**src/rtl/i2s_tx_master.sv**
```systemverilog
// I2S master transmitter: 16-bit stereo PCM, Philips format, 32 BCLK per frame.
// A single-frame holding register is filled over valid/ready and copied into
// the 32-bit shifter at each frame boundary.
module i2s_tx_master #(
  parameter int CLK_DIV = 4
) (
  input  logic        clk_sys,
  input  logic        RESET,
  input  logic        en,
  input  logic [15:0] in_l,
  input  logic [15:0] in_r,
  input  logic        in_valid,
  output logic        in_ready,
  output logic        i2s_bclk,
  output logic        i2s_ws,
  output logic        i2s_data,
  output logic        frame_start,
  output logic        underrun
);

  localparam int DW = $clog2(CLK_DIV + 1);
  localparam logic [DW-1:0] DIV_MAX = DW'(CLK_DIV - 1);
  localparam logic [4:0]    POS_LAST = 5'd31;

  typedef enum logic {
    ST_IDLE = 1'b0,
    ST_RUN  = 1'b1
  } state_t;

  state_t        state_q, state_d;
  logic [DW-1:0] div_cnt_q, div_cnt_d;
  logic          bclk_q, bclk_d;
  logic [4:0]    pos_q, pos_d;
  logic [31:0]   shift_q, shift_d;
  logic          hold_full_q, hold_full_d;
  logic [15:0]   hold_l_q, hold_l_d;
  logic [15:0]   hold_r_q, hold_r_d;
  logic          frame_start_q, frame_start_d;
  logic          underrun_q, underrun_d;

  logic tick;
  logic accept;

  assign tick   = (div_cnt_q == DIV_MAX);
  assign accept = in_valid & ~hold_full_q;

  // State register: every piece of sequential state, cleared by RESET.
  always_ff @(posedge clk_sys) begin
    if (RESET) begin
      state_q       <= ST_IDLE;
      div_cnt_q     <= '0;
      bclk_q        <= 1'b0;
      pos_q         <= POS_LAST;
      shift_q       <= '0;
      hold_full_q   <= 1'b0;
      hold_l_q      <= '0;
      hold_r_q      <= '0;
      frame_start_q <= 1'b0;
      underrun_q    <= 1'b0;
    end else begin
      state_q       <= state_d;
      div_cnt_q     <= div_cnt_d;
      bclk_q        <= bclk_d;
      pos_q         <= pos_d;
      shift_q       <= shift_d;
      hold_full_q   <= hold_full_d;
      hold_l_q      <= hold_l_d;
      hold_r_q      <= hold_r_d;
      frame_start_q <= frame_start_d;
      underrun_q    <= underrun_d;
    end
  end

  // Next state: handshake, BCLK divider, slot counter, shifter and frame load/stop.
  always_comb begin
    state_d       = state_q;
    div_cnt_d     = div_cnt_q;
    bclk_d        = bclk_q;
    pos_d         = pos_q;
    shift_d       = shift_q;
    hold_full_d   = hold_full_q;
    hold_l_d      = hold_l_q;
    hold_r_d      = hold_r_q;
    frame_start_d = 1'b0;
    underrun_d    = 1'b0;

    // Holding register fill; active in both states so it can be prefilled.
    // A load needs the register full and an accept needs it empty, so the
    // load below never collides with this.
    if (accept) begin
      hold_l_d    = in_l;
      hold_r_d    = in_r;
      hold_full_d = 1'b1;
    end

    case (state_q)
      ST_IDLE: begin
        div_cnt_d = '0;
        bclk_d    = 1'b0;
        pos_d     = POS_LAST;
        shift_d   = '0;
        if (en) begin
          state_d = ST_RUN;
        end
      end

      ST_RUN: begin
        if (!tick) begin
          div_cnt_d = div_cnt_q + DW'(1);
        end else begin
          div_cnt_d = '0;
          if (!bclk_q) begin
            // Rise event: the peer samples here; nothing else moves.
            bclk_d = 1'b1;
          end else begin
            // Fall event: BCLK low, slot/shift/WS/DATA advance together.
            bclk_d = 1'b0;
            if (pos_q == POS_LAST) begin
              if (en) begin
                pos_d         = '0;
                frame_start_d = 1'b1;
                if (hold_full_q) begin
                  shift_d     = {hold_l_q, hold_r_q};
                  hold_full_d = 1'b0;
                end else begin
                  shift_d    = '0;
                  underrun_d = 1'b1;
                end
              end else begin
                // Stop only at the frame boundary; the holding register is kept.
                state_d   = ST_IDLE;
                pos_d     = POS_LAST;
                shift_d   = '0;
              end
            end else begin
              pos_d   = pos_q + 5'd1;
              shift_d = {shift_q[30:0], 1'b0};
            end
          end
        end
      end

      default: begin
        state_d = ST_IDLE;
      end
    endcase
  end

  // WS is decoded from the slot position so it leads each word by one BCLK.
  assign i2s_ws      = (pos_q >= 5'd15) && (pos_q <= 5'd30);
  assign i2s_data    = shift_q[31];
  assign i2s_bclk    = bclk_q;
  assign in_ready    = ~hold_full_q;
  assign frame_start = frame_start_q;
  assign underrun    = underrun_q;

endmodule

```
**config.mk**
```make
export PLATFORM = sky130hd
export DESIGN_NAME = i2s_tx_master
export DESIGN_NICKNAME = d
export VERILOG_FILES = /design/src/rtl/i2s_tx_master.sv
export SDC_FILE = /design/constraint.sdc
export NUM_CORES = 1
export LEC_CHECK = 0
export CELL_PAD_IN_SITES_DETAIL_PLACEMENT = 0
export CELL_PAD_IN_SITES_GLOBAL_PLACEMENT = 2
export CORE_MARGIN = 3
export CORE_UTILIZATION = 36
export CTS_CLUSTER_SIZE = 8
export DETAILED_ROUTE_END_ITERATION = 12
export PLACE_DENSITY = 0.9
export SYNTH_ARGS = -nofsm -noshare
export SYNTH_HDL_FRONTEND = slang
export SYNTH_SLANG_ARGS = --single-unit
```
**constraint.sdc**
```tcl
create_clock -name clk_sys -period 5.66 [get_ports clk_sys]
set_clock_uncertainty 0.15 [all_clocks]
set_input_delay 0.849 -clock clk_sys [delete_from_list [all_inputs] [get_ports clk_sys]]
set_output_delay 0.849 -clock clk_sys [all_outputs]
set_load 0.05 [all_outputs]
```
==> results.sh, run 1 <==
export IMPL_wl_per_cell_um=13.96
export IMPL_fp_row_count=34
export IMPL_htreeDepth=3
export IMPL_post_cts_setup_buffer_count=0
export IMPL_crit_path_end_kind="output pin"
export IMPL_yosysTopAreaCell="dfxtp_1"
export IMPL_cts_tree="done"
export IMPL_vias=2667
export IMPL_yosys_top_cells_area="dfxtp_1, a21oi_1, nand2_1"
export IMPL_multi_input_area_um2=1538
export IMPL_place_congestion=0.7528
export IMPL_vias_per_cell=5.240
export IMPL_io_pins=42
export IMPL_critPathSlowestCell="dfxtp_1"
export IMPL_netlist_top_cells_count="dfxtp_1, nand2_1, a21oi_1, buf_2, nand3_1"
export IMPL_drc_errors=0
export IMPL_r2r_start="pos_q[1]"
export IMPL_cts_resized=0
export IMPL_drtPass1Iterations=4
export IMPL_netlist_area_leader_share=0.4709
export IMPL_root_buffer="clkbuf_8"
export IMPL_cp_cell_sequence="clkdlybuf4s50_1"
export IMPL_post_dp_hpwl_um=4603
export IMPL_status="completed"
export IMPL_nFillCells=874
export IMPL_clkTransAtPathRegs_ns=0.07
export IMPL_worstSetupPathType="flip-flop to output pin"
export IMPL_rsz0062_at_grt="false"
export IMPL_path_delay_family="flip-flops"
export IMPL_synth_edff_count=0
export IMPL_core_area_um2=8763
export IMPL_whs_endpoint="div_cnt_q[0]"
export IMPL_hold_buffers=0
export IMPL_initial_utilization=0.3735
export IMPL_cts_sinks=77
export IMPL_ys_warn_count=0
export IMPL_holdPathStages=1
export IMPL_first_iter_violations=124
export IMPL_diodes=0
export IMPL_dieWidth_um=101.4
export IMPL_rr_worst_depth=7
export IMPL_yosysMostFrequentCell="dfxtp_1"
export IMPL_synth_seq_cells=77
export IMPL_finalCritPeriodShare=0.5788
export IMPL_cp_data_required_time_ns=4.66
export IMPL_hold_start="div_cnt_q[0]"
export IMPL_synth_nets=414
export IMPL_synth_ff_type="dfxtp_1"
export IMPL_cts_made_buffers=9
export IMPL_path_buf_inv=1
export IMPL_syn_avg_cell_area_um2=8.799
export IMPL_powerDensity_nw_per_um2=268.7
export IMPL_syn_to_final_growth_pct=18.81
export IMPL_max_slew_margin_rel=0.3356
export IMPL_grt_pass1_vias=2496
export IMPL_cts_buffer_depth=2
export IMPL_fin_nets=438
export IMPL_grt_pass1_wl_um=12140
export IMPL_dieArea_um2=10270
export IMPL_p_leak_nw=1.478
export IMPL_fin_crit_ns=3.276
export IMPL_port_buffers=41
export IMPL_grt_max_degree=37
export IMPL_post_route_cells_drive_above_1_share=0.06733
export IMPL_routed_wl_um=7108
export IMPL_path_max_fanout=34
export IMPL_seq_area_frac_synth=0.4709
export IMPL_start_kind="flip-flop"
export IMPL_worstMarginPinSlew_ns=0.9953
export IMPL_hold_class="flip-flop to flip-flop"
export IMPL_hold_violations=0
export IMPL_seq_area_um2=1541
export IMPL_finalSetupTns_ns=0
export IMPL_hold_ws_ns=0.2859
export IMPL_grt_overflow_total=0
export IMPL_ir_worst_vdd_mv=0.1180
export IMPL_async_flop_share=0
export IMPL_synth_area_um2=3273
export IMPL_worstPathArrival_ns=2.28
export IMPL_slew_violations=0
export IMPL_setup_violations=0
export IMPL_grt_total_usage=0.1475
export IMPL_rrSetupSlack_ns=3.04
export IMPL_clk_latency_ns=0.34
export IMPL_postSynthCellCount=372
export IMPL_ant_nets=0
export IMPL_die_y_um=101.4
export IMPL_antenna_found_initial=0
export IMPL_critPathMaxStageDelay_ns=0.98
export IMPL_drv_cap=0
export IMPL_max_freq_mhz=305.2
export IMPL_r2r_end="shift_q[30]"
export IMPL_synth_cell_types=41
-- layout by cell type, fill, tap and decap left out, drive strengths merged, types with 4 or more instances in the layout --
cell	instances
and4b	15
nor2b	8
o21ai	14
a21oi	49
nand2	65
nand3	15
ha	6
clkdlybuf4s50	41
clkbuf	12
a21boi	13
and3	12
a221o	11
inv	7
o2bb2ai	7
buf	6
nor2	8
a31oi	8
nor3	4
dfxtp	77
-- per-stage QoR --
stage          instance area (µm²)  power (mW)  setup slack (ns)  instances    util
2_1_floorplan                 3273      0.6139             2.985        372       -
3_3_place_gp                  3696      0.6506             2.178        493  0.4218
3_5_place_dp                  3696      0.6512             2.104        493  0.4218
4_1_cts                       3889       1.060             2.372        509  0.4437
5_1_grt                       3889       1.090             2.228        509  0.4437
6_report                      3889       1.045             2.384        509  0.4437
-- power breakdown --
part	internal, mW	total, mW	switching, mW
sequential	0.556	0.567	0.0108
combinational	0.0356	0.0707	0.0351
clock	0.215	0.407	0.193
-- registers in the layout, indices dropped and copies added, names as in the netlist, 3 cells and up --
register / cells
pos_q: 5
div_cnt_q: 3
hold_r_q: 16
hold_l_q: 16
shift_q: 32
-- worst max-delay path by stage --
stage                     depth (start not counted)  startpoint  slack, ns           to
final                                             1    i2s_bclk       2.38     i2s_bclk
after global placement                            5       RESET       2.18   shift_q[9]
after CTS                                         1    i2s_bclk       2.37     i2s_bclk
after detailed placement                          5       RESET       2.10  shift_q[31]
after global routing                              6    pos_q[1]       2.23       i2s_ws
after floorplan                                   5    pos_q[1]       2.98       i2s_ws
-- metal layers --
layer / track usage / part of all wire / vias to the layer above
li1: - / - / 1376
met3: 0.04890 / 0.036 / 6
met4: 0.03681 / 0.010 / 0
met1: 0.2062 / 0.51 / 1243
met2: 0.2198 / 0.44 / 42
met5: 0 / 0 / -
-- final cells by class --
| type | instances | share of cell area |
|---|---|---|
| clock buffer | 12 | 0.03732 |
| clock inverter | 4 | 0.01223 |
| inverter | 7 | 0.006757 |
| multi-input combinational | 254 | 0.3954 |
| sequential | 77 | 0.3964 |
| tap | 108 | 0.03475 |
| timing repair buffer | 47 | 0.1171 |
-- kinds of logic after synthesis --
logic type,after synthesis,share of synthesized area
DFF,77,0.4709
xor gates and xnor gates,1,0.002676
adders and majority gates,6,0.02294
buffers and inverters,41,0.06001
and+or+nand+nor,135,0.2229
AOI/OAI and AO/OA,112,0.2206
(Power assumes the default switching activity.)
==> inputs of run 2 (changes only) <==
--- a/config.mk
+++ b/config.mk
@@ -8,10 +8,10 @@
 export CELL_PAD_IN_SITES_DETAIL_PLACEMENT = 0
 export CELL_PAD_IN_SITES_GLOBAL_PLACEMENT = 2
 export CORE_MARGIN = 3
-export CORE_UTILIZATION = 36
+export CORE_UTILIZATION = 30
 export CTS_CLUSTER_SIZE = 8
 export DETAILED_ROUTE_END_ITERATION = 12
-export PLACE_DENSITY = 0.9
+export PLACE_DENSITY = 0.81
 export SYNTH_ARGS = -nofsm -noshare
 export SYNTH_HDL_FRONTEND = slang
 export SYNTH_SLANG_ARGS = --single-unit
==> constraint.sdc (replaced) <==
create_clock -name clk_sys -period 2.6 [get_ports clk_sys]
set_clock_uncertainty 0.15 [all_clocks]
set_input_delay 0.39 -clock clk_sys [delete_from_list [all_inputs] [get_ports clk_sys]]
set_output_delay 0.39 -clock clk_sys [all_outputs]
set_load 0.05 [all_outputs]
==> run 2 against run 1 <==
Against the previous run: first-iteration DRC count fell by 17%; routed wire length rose by 6.6%; cell count increased by 8.1%; largest power group unchanged.
==> results.sh, run 2 (same netlist as run 1, synthesis figures left out) <==
export IMPL_post_dp_hpwl_um=5175
export IMPL_syn_to_final_growth_pct=23.97
export IMPL_place_congestion=0.7698
export IMPL_io_pins=42
export IMPL_routed_wl_um=7577
export IMPL_top_register="shift_q"
export IMPL_largest_reg_flops=32
export IMPL_die_y_um=110.5
export IMPL_rr_worst_depth=8
export IMPL_core_area_um2=10460
export IMPL_vias=2705
export IMPL_antenna_found_initial=0
export IMPL_post_cts_setup_buffer_count=0
export IMPL_critPathSlowestCell="dfxtp_1"
export IMPL_cts_sinks=77
export IMPL_hold_start="div_cnt_q[0]"
export IMPL_crit_path_end_kind="output pin"
export IMPL_drc_errors=0
export IMPL_max_freq_mhz=439.7
export IMPL_grt_pass1_wl_um=12600
export IMPL_max_slew_margin_rel=0.6603
export IMPL_root_buffer="clkbuf_8"
export IMPL_nFillCells=1098
export IMPL_holdPathStages=1
export IMPL_setup_violations=0
export IMPL_r2r_start="pos_q[1]"
export IMPL_port_buffers=41
export IMPL_worstSetupPathType="flip-flop to output pin"
export IMPL_hold_violations=0
export IMPL_mostFrequentLayoutCells="dfxtp_1, nand2_1, a21oi_1"
export IMPL_dieWidth_um=110.5
export IMPL_drv_cap=0
export IMPL_reg_top3="shift_q (32), hold_l_q (16), hold_r_q (16)"
export IMPL_vias_per_cell=4.918
export IMPL_critPathMaxStageDelay_ns=0.35
export IMPL_drtPass1Iterations=4
export IMPL_clk_latency_ns=0.34
export IMPL_worstMarginPinSlew_ns=0.5080
export IMPL_final_area_um2=4058
export IMPL_p_leak_nw=1.571
export IMPL_worstPathArrival_ns=1.73
export IMPL_post_route_cells_drive_above_1_share=0.1039
export IMPL_path_max_fanout=5
export IMPL_ant_nets=0
export IMPL_cts_resized=0
export IMPL_utilization=0.3878
export IMPL_slew_violations=0
export IMPL_first_iter_violations=103
export IMPL_start_kind="flip-flop"
export IMPL_ir_worst_vdd_mv=0.2093
export IMPL_fin_crit_ns=2.274
export IMPL_initial_utilization=0.3128
export IMPL_rsz0062_at_grt="false"
export IMPL_finalCritPeriodShare=0.8747
export IMPL_cts_tree="done"
export IMPL_htreeDepth=3
export IMPL_cp_data_required_time_ns=2.06
export IMPL_crit_top_cell="ha_1"
export IMPL_cp_cell_sequence="ha_1 > and3_1 > ha_1 > nor3_1 > a21oi_1 > buf_4"
export IMPL_hold_class="flip-flop to flip-flop"
export IMPL_clkTransAtPathRegs_ns=0.08
export IMPL_place_area_um2=3844
export IMPL_wl_per_cell_um=13.78
export IMPL_status="completed"
export IMPL_grt_overflow_total=0
export IMPL_rrSetupSlack_ns=0.44
export IMPL_powerDensity_nw_per_um2=586.0
export IMPL_grt_total_usage=0.1245
export IMPL_dieArea_um2=12200
export IMPL_diodes=0
export IMPL_whs_endpoint="div_cnt_q[0]"
export IMPL_fp_row_count=37
export IMPL_hold_buffers=0
export IMPL_cts_buffer_depth=2
export IMPL_grt_max_degree=31
export IMPL_finalSetupTns_ns=0
export IMPL_r2r_end="shift_q[20]"
export IMPL_final_common_cell="dfxtp_1"
export IMPL_grt_pass1_vias=2556
export IMPL_cts_made_buffers=9
export IMPL_fin_nets=452
export IMPL_hold_ws_ns=0.2837
run 2: cell count changes in the layout (fill, tap and decap cells not counted):
| cell | before | now |
|---|---|---|
| buf_12 | 0 | 1 |
| clkdlybuf4s50_1 | 41 | 39 |
| clkinv_2 | 2 | 1 |
| buf_4 | 6 | 21 |
| bufinv_16 | 1 | 2 |
| clkbuf_1 | 2 | 1 |
run 2: area by class of cell:
class	count	area, µm²	area share
clock buffer	11	141.4	0.03484
clock inverter	4	72.57	0.01788
inverter	7	26.28	0.006475
multi-input combinational	254	1538	0.3790
sequential	77	1541	0.3799
tap	136	170.2	0.04194
timing repair buffer	61	568.0	0.1400
run 2: power by group:
| group | leakage [nW] | internal [mW] | switching [mW] |
|---|---|---|---|
| registers | 0.626 | 1.21 | 0.0189 |
| clock network | 0.105 | 0.561 | 0.418 |
| logic | 0.840 | 0.0852 | 0.0854 |
run 2: worst max-delay path: cells and delay by family (launching register included):
family | cells | cell delay, ns
buf+inv | 1 | 0.20
flops | 1 | 0.35
simple gates | 2 | 0.36
fa+ha+maj | 2 | 0.41
compound gates | 1 | 0.07
run 2: layer usage:
metal,vias up,share of wire,GRT usage
met5,-,0,0
li1,1400,-,-
met3,10,0.028,0.02137
met4,0,0.017,0.05172
met1,1257,0.53,0.1801
met2,38,0.42,0.1820
run 2: stage by stage:
step | total power, mW | instances | setup WS (ns)
floorplan | 1.336 | 372 | 0.3838
global placement | 1.429 | 535 | 0.5023
detailed placement | 1.430 | 535 | 0.4414
CTS | 2.416 | 550 | 0.2902
global route | 2.481 | 550 | 0.2133
finish | 2.378 | 550 | 0.3259
run 2: how the worst max path moves through the flow:
| stage | end | cells after the start | start | slack (ns) |
|---|---|---|---|---|
| 5_1_grt | i2s_ws | 6 | pos_q[0] | 0.21 |
| 4_1_cts | i2s_ws | 6 | pos_q[0] | 0.29 |
| 3_3_place_gp | shift_q[13] | 8 | pos_q[1] | 0.50 |
| 6_report | i2s_ws | 6 | pos_q[0] | 0.33 |
| 2_1_floorplan | i2s_ws | 5 | pos_q[1] | 0.38 |
| 3_5_place_dp | shift_q[20] | 8 | pos_q[1] | 0.44 |
